`src/rtl/write_buffer32.sv`:
```
// ----------------------------------------------------------------------------
// write_buffer32
//   Store buffer between a CPU and a slow memory. Stores are queued in a
//   circular FIFO and drained to memory one at a time. Loads that match a
//   buffered store are forwarded from the youngest matching entry. A load
//   that misses while stores are pending stalls the CPU until the buffer is
//   fully drained, so loads never overtake older stores.
//
// Ports
//   clk        : clock, all state changes on the rising edge
//   clrn       : asynchronous active-low reset
//   cpu_we     : CPU store request (wins if cpu_re is also high)
//   cpu_re     : CPU load request
//   cpu_addr   : byte address, bits [1:0] ignored (word accesses only)
//   cpu_wdata  : store data
//   cpu_stall  : freeze CPU pc / register file while high
//   hit        : a buffered store matches the load address
//   hit_data   : forwarded load data, valid when hit is high
//   mem_req    : memory write request
//   mem_addr   : memory write address, bits [1:0] forced to zero
//   mem_wdata  : memory write data
//   mem_ack    : memory accepted the current write (one cycle per write)
//   empty      : no stores buffered
// ----------------------------------------------------------------------------
module write_buffer32 #(
   parameter int DEPTH = 4            // 2, 4 or 8
) (
   input  logic        clk,
   input  logic        clrn,
   input  logic        cpu_we,
   input  logic        cpu_re,
   input  logic [31:0] cpu_addr,
   input  logic [31:0] cpu_wdata,
   output logic        cpu_stall,
   output logic        hit,
   output logic [31:0] hit_data,
   output logic        mem_req,
   output logic [31:0] mem_addr,
   output logic [31:0] mem_wdata,
   input  logic        mem_ack,
   output logic        empty
);

   localparam int PW = $clog2(DEPTH);

   typedef enum logic {
      IDLE = 1'b0,
      REQ  = 1'b1
   } state_t;

   state_t                 r_state;
   state_t                 w_state_nxt;

   logic [DEPTH-1:0][29:0] r_addr;
   logic [DEPTH-1:0][31:0] r_data;
   logic [PW-1:0]          r_wr_ptr;
   logic [PW-1:0]          r_rd_ptr;
   logic [PW:0]            r_count;
   logic [PW:0]            w_count_nxt;

   logic                   w_full;
   logic                   w_nonempty;
   logic                   w_load;
   logic                   w_push;
   logic                   w_pop;
   logic [DEPTH-1:0]       w_match;
   logic [PW-1:0]          w_idx;
   logic                   w_hit;
   logic [31:0]            w_hit_data;
   logic                   w_unused;

   assign w_unused   = ^cpu_addr[1:0];

   // Full/empty come from the registered count only; a same-cycle ack does
   // not free a slot for a same-cycle store.
   assign w_full     = (r_count == (PW+1)'(DEPTH));
   assign w_nonempty = (r_count != '0);

   // A simultaneous store and load is handled as a store only.
   assign w_load     = cpu_re & ~cpu_we;

   // Per-slot address comparators (physical slot order).
   generate
      for (genvar g = 0; g < DEPTH; g++) begin : g_cmp
         assign w_match[g] = (r_addr[g] == cpu_addr[31:2]);
      end
   endgenerate

   // Walk slots from oldest (rd_ptr) to youngest; a later match overrides,
   // so the youngest matching store supplies the data. Only the first
   // r_count slots from rd_ptr hold valid entries.
   always_comb begin
      w_hit      = 1'b0;
      w_hit_data = '0;
      w_idx      = '0;
      for (int k = 0; k < DEPTH; k++) begin
         w_idx = r_rd_ptr + PW'(k);
         if (w_load && ((PW+1)'(k) < r_count) && w_match[w_idx]) begin
            w_hit      = 1'b1;
            w_hit_data = r_data[w_idx];
         end
      end
   end

   assign hit       = w_hit;
   assign hit_data  = w_hit_data;

   // Missed load with pending stores waits for a full drain.
   assign cpu_stall = (cpu_we & w_full) | (w_load & ~w_hit & w_nonempty);

   assign w_push    = cpu_we & ~cpu_stall;
   assign w_pop     = (r_state == REQ) & mem_ack;

   always_comb begin
      w_count_nxt = r_count;
      case ({w_push, w_pop})
         2'b10:   w_count_nxt = r_count + (PW+1)'(1);
         2'b01:   w_count_nxt = r_count - (PW+1)'(1);
         default: w_count_nxt = r_count;
      endcase
   end

   // Drain FSM: request whenever the post-edge count is nonzero, giving
   // back-to-back requests while entries remain.
   always_comb begin
      w_state_nxt = r_state;
      case (r_state)
         IDLE:    if (w_count_nxt != '0) w_state_nxt = REQ;
         REQ:     if (w_count_nxt == '0) w_state_nxt = IDLE;
         default: w_state_nxt = IDLE;
      endcase
   end

   always_ff @(posedge clk or negedge clrn) begin
      if (!clrn) begin
         r_state  <= IDLE;
         r_wr_ptr <= '0;
         r_rd_ptr <= '0;
         r_count  <= '0;
      end else begin
         r_state  <= w_state_nxt;
         r_count  <= w_count_nxt;
         if (w_push) r_wr_ptr <= r_wr_ptr + PW'(1);
         if (w_pop)  r_rd_ptr <= r_rd_ptr + PW'(1);
      end
   end

   // Entry storage is not reset; validity is tracked by the pointers/count.
   always_ff @(posedge clk) begin
      if (w_push) begin
         r_addr[r_wr_ptr] <= cpu_addr[31:2];
         r_data[r_wr_ptr] <= cpu_wdata;
      end
   end

   // The head slot is never overwritten while valid, so these stay stable
   // until the acknowledging cycle.
   assign mem_req   = (r_state == REQ);
   assign mem_addr  = {r_addr[r_rd_ptr], 2'b00};
   assign mem_wdata = r_data[r_rd_ptr];
   assign empty     = ~w_nonempty;

endmodule

```
`config.mk`:
```
export PLATFORM = sky130hd
export DESIGN_NAME = write_buffer32
export DESIGN_NICKNAME = d
export VERILOG_FILES = /design/src/rtl/write_buffer32.sv
export SDC_FILE = /design/constraint.sdc
export NUM_CORES = 1
export LEC_CHECK = 0
export CORE_UTILIZATION = 61
export CTS_CLUSTER_DIAMETER = 80
export DETAILED_ROUTE_END_ITERATION = 16
export GPL_TIMING_DRIVEN = 0
export PLACE_DENSITY = 0.86
export SLEW_MARGIN = 20
export SYNTH_ARGS = -nofsm -noshare
export SYNTH_HDL_FRONTEND = slang
export SYNTH_SLANG_ARGS = --single-unit
```
`constraint.sdc`:
```
create_clock -name clk -period 8.2 [get_ports clk]
set_input_delay 1.23 -clock clk [delete_from_list [all_inputs] [get_ports clk]]
set_output_delay 1.23 -clock clk [all_outputs]
set_load 0.02 [all_outputs]
```
==> results.md <==
- The run finished with clean final reports.
- The floorplan step defined a die boundary enclosing 23790 sq um.
- After detailed placement, the design holds a cell count of 1569.
- The post-CTS setup buffer count is 0.
- For this run, global-route usage on met2 was measured as 0.4991.
- The number of sinks on the clock net is 256.
- After the last flow step, the layout net total stands at ~1400.
- The worst setup path is captured at an output port.
- The total number of H-tree levels is 1.
- The total length of routed wires is 38350 um.
- The cell family with the largest share of critical-path delay is buffers and inverters.
- Max-cap violations in this run came to 0.
- The worst supply voltage drop on vdd is 0.2387 mV.
- The met1 track demand over resource in global routing is 0.4465.
- In this run the standard cell core region covers 22710 sq um.
- The multi-input combinational cells in the finished layout cover a total of 5874 sq um.
- After filler insertion, the fill cell instance count of the layout stands at 1443.
- For this run, the total global-route usage over all layers was measured as 0.3203.
- In this run, post-CTS hold repair placed 0 buffers.
- The via count of the first global-routing pass came to 10570.
- The number of cells on the worst reg-to-reg path is 5.
- The stage delay of the slowest cell on the critical path is 0.62 ns.
- After detailed routing, the number of vias per cell comes to approximately 6.7.
- The number of hold-slack violations in the final timing report is 0.
- Entering global routing, the biggest net connects 40 pins.
- The mapped netlist covers 14140 sq um.
- With fillers left out, the area of the finished cells amounts to 17040 sq um.
- The global-route wire length before repair is approximately 60000 um.
- The number of setup violations in the final report is 0.
- The growth of design area from synthesis to finish is 20.47%.
- The startpoint identified for the worst register-to-register timing path is r_rd_ptr[1].
- The data arrival time at the worst-slack endpoint is 5.64 ns.
- During synthesis, Yosys emitted a total of 0 warnings.
- The accumulated negative setup slack is 0 ns.
- For this run, global-route usage on met3 was measured as 0.05352.
- The synthesized area per cell is 12.69 sq um.
- The critical path launch point type is a primary input.
- The post-synthesis cell count is about 1100.
- Pin placement for this block handled 169 I/O pins.
- In this run the most used layer during global routing was met2.
- The DRC marker count from the first detailed-route iteration is 1421.
- For the pin with the worst max-slew slack, the measured transition is 1.026 ns.
- In this run, synthesis produced a sequential element count of 256.
- The clock arrives with approximately 0.0084 ns of skew.
- The worst-skew pair later-pin latency is roughly 0.55 ns.
- The effective utilization at floorplan is 0.6227.
- The leading register cell type out of synthesis is edfxtp_1.
- The classification of the worst-slack hold path is register to register.
- Setup repair after global routing left no endpoint under its margin.
- On the critical path, the stage with the largest delay is an instance of nor4_1.
- Among the stages of the critical path, the cell type that occurs most often is clkdlybuf4s50_1.
- After synthesis, the share of flip-flops with an asynchronous set or reset is 0.03125.
- Yosys mapped a number of flops with a built-in enable equal to between 200 and 250.
- The number of buffers added by the clock tree synthesis step is 27.
- After legalization and detailed placement, the total HPWL measured 25530 um.
- The number of vias in the routed layout is 10790.
- The end of the worst register-to-register path is r_rd_ptr[1].
- Of all nets on the critical path, the largest fanout is 10.
- The root buffer cell is clkbuf_16.
- Derived from the worst setup path, the maximum achievable clock frequency is 145.5 MHz.
- Traced cell by cell, the critical path runs through clkdlybuf4s50_1, xor2_1, nor4_1, nand4_1, or3_1, mux4_2, o211ai_2, clkbuf_1, o221a_1, a21oi_1, clkdlybuf4s50_1.
- The number of cells upsized or downsized after cts is 0.
- Counting both buffers and inverters, the worst setup path holds a total of 3.
- The classification of the worst setup path is primary input to output port.
- The congestion estimate from routability-driven global placement came to 0.8983.
- For this design the ratio of total power to cell area is 338.9 nW/um^2.
- The termination of the worst setup path is hit_data[15].
- The number of max-slew violations in the final report is 0.
- The minimum clock period is between 6 and 7 ns.
- The worst-case register-to-register setup slack is 5.42 ns.
- The distinct cell type count after synthesis is 49.
- In this run the tool buffered the top-level ports with 164 buffer cells.
- The DRC violation count after routing is 0.
- The number of stages on the worst setup path is 11.
- The static leakage power is 0.005770 uW.
- The iteration count of the initial detailed-routing pass is 5.
- The die boundary height is 154.3 um.
- The initial antenna violation count came to 3.
- The average detailed-routed wire length per instance is 23.70 um.
- In this run the tightest slew margin relative to its limit is 0.3161.
- Clock-pin slew was measured on the worst setup and hold paths at 0.06 ns.
- The area after detailed placement is about 16000 sq um.
- In this run the remaining antenna-violating nets after routing total 0.
- The share of synthesized area occupied by flip-flops and latches is 0.5408.
- The worst path required time is 6.97 ns.
- The clock passes through at most 3 buffers.
- The initialized floorplan defines 55 standard-cell rows.
- The sum of overflow across all layers after global routing is 0.
- The share of final-layout standard cells stronger than drive strength 1 is 0.1752.
- The horizontal die dimension is 154.3 um.
- TritonCTS built the clock tree.
- In the post-route analysis, the smallest setup slack over all paths is 1.327 ns.
- The minimum setup slack after placement is about 1.4 ns.
- Leaving out filler cells and counting taps, the final layout contains between 1500 and 2000.
- Across the whole layout, storage elements account for 7647 sq um.
- The critical path starts at cpu_addr[16].
- Once layout is complete, the utilization of the core stands at 0.7501.
- Dividing the final minimum period by the clock period gives 0.8381.
==> through the flow <==
stage	hold slack, ns	total power, uW
after floorplan	0.5346	3589
after global placement	0.5906	4557
after detailed placement	0.6427	4622
after CTS	0.6515	5731
after global routing	0.6810	6005
final	0.6453	5772
==> cell type report <==
type / instances / area share
tap: 285 / 0.02093
clock inverter: 15 / 0.004994
multi-input combinational: 717 / 0.3448
timing repair buffer: 169 / 0.1018
buffer: 72 / 0.02211
clock buffer: 31 / 0.04054
sequential: 256 / 0.4489
antenna: 3 / 0.0004407
inverter: 70 / 0.01542
==> power breakdown <==
| group | switching (uW) | internal, uW | leakage [uW] |
|---|---|---|---|
| clock | 503 | 602 | 0.000386 |
| sequential | 123 | 1730 | 0.00237 |
| combinational | 1660 | 1160 | 0.00301 |
| total | 2280 | 3490 | 0.00577 |
==> cells by family after synthesis <==
logic type | after synthesis | synth area share
AOI/OAI and AO/OA | 245 | 0.1140
xor gates and xnor gates | 123 | 0.07618
adders and majority gates | 10 | 0.008848
buffers and inverters | 142 | 0.04521
DFF | 256 | 0.5408
muxes | 162 | 0.1514
other | 1 | 0.0002652
and+or+nand+nor | 175 | 0.06335
==> sequential cells by signal (all words and copies together), names as in the netlist <==
name      cells
r_data      128
r_addr      120
r_count       3
r_rd_ptr      2
r_wr_ptr      2
mem_req       1
==> worst min path at each step <==
stage	startpoint	to	slack, ns	depth (start not counted)
final	r_wr_ptr[0]	r_wr_ptr[0]	0.65	2
after global routing	r_wr_ptr[0]	r_wr_ptr[0]	0.68	2
after CTS	r_wr_ptr[0]	r_wr_ptr[0]	0.65	2
after detailed placement	r_wr_ptr[0]	r_wr_ptr[0]	0.64	2
after global placement	r_count[1]	r_count[1]	0.59	2
after floorplan	r_count[1]	r_count[1]	0.53	2
==> Yosys cell counts (20+ instances only) <==
library cell  instances  area (sq um)
edfxtp_1            248          7447
mux2_2               95          1070
xnor2_1              89         779.5
a21oi_1              81         405.4
inv_1                70         262.8
o21ai_0              56         280.3
nand2_1              42         157.7
clkbuf_1             40         150.1
nor2_1               37         138.9
mux2i_1              35         350.3
o211ai_1             34         255.2
or3_1                34         212.7
xor2_1               34         297.8
mux4_2               32         720.7
nand4_1              28         175.2
o221a_2              20         225.2
==> layout by cell type, fill, tap and decap left out, types with 34 or more instances in the layout <==
| master | synthesis | layout |
|---|---|---|
| xor2_1 | 34 | 34 |
| edfxtp_1 | 248 | 248 |
| nand2_1 | 42 | 42 |
| clkdlybuf4s50_1 | 0 | 164 |
| xnor2_1 | 89 | 89 |
| clkbuf_1 | 40 | 44 |
| mux2_2 | 95 | 95 |
| mux2i_1 | 35 | 35 |
| inv_1 | 70 | 70 |
| a21oi_1 | 81 | 81 |
| o21ai_0 | 56 | 56 |
| o211ai_1 | 34 | 34 |
| nor2_1 | 37 | 37 |
| or3_1 | 34 | 34 |
==> per-layer routing <==
metal | vias to the layer above | part of all wire
met4 | 0 | 0.038
met5 | - | 0
met2 | 786 | 0.47
li1 | 4624 | -
met1 | 5243 | 0.39
met3 | 134 | 0.11
==> worst register-to-register path, stage by stage (launching register included) <==
cell and delay, ns:
dfrtp_1 0.32, buf_2 0.22, clkbuf_1 0.61, buf_1 0.60, clkbuf_1 0.74, xnor2_1 0.15
No activity file was read; power rests on OpenSTA's default activity.
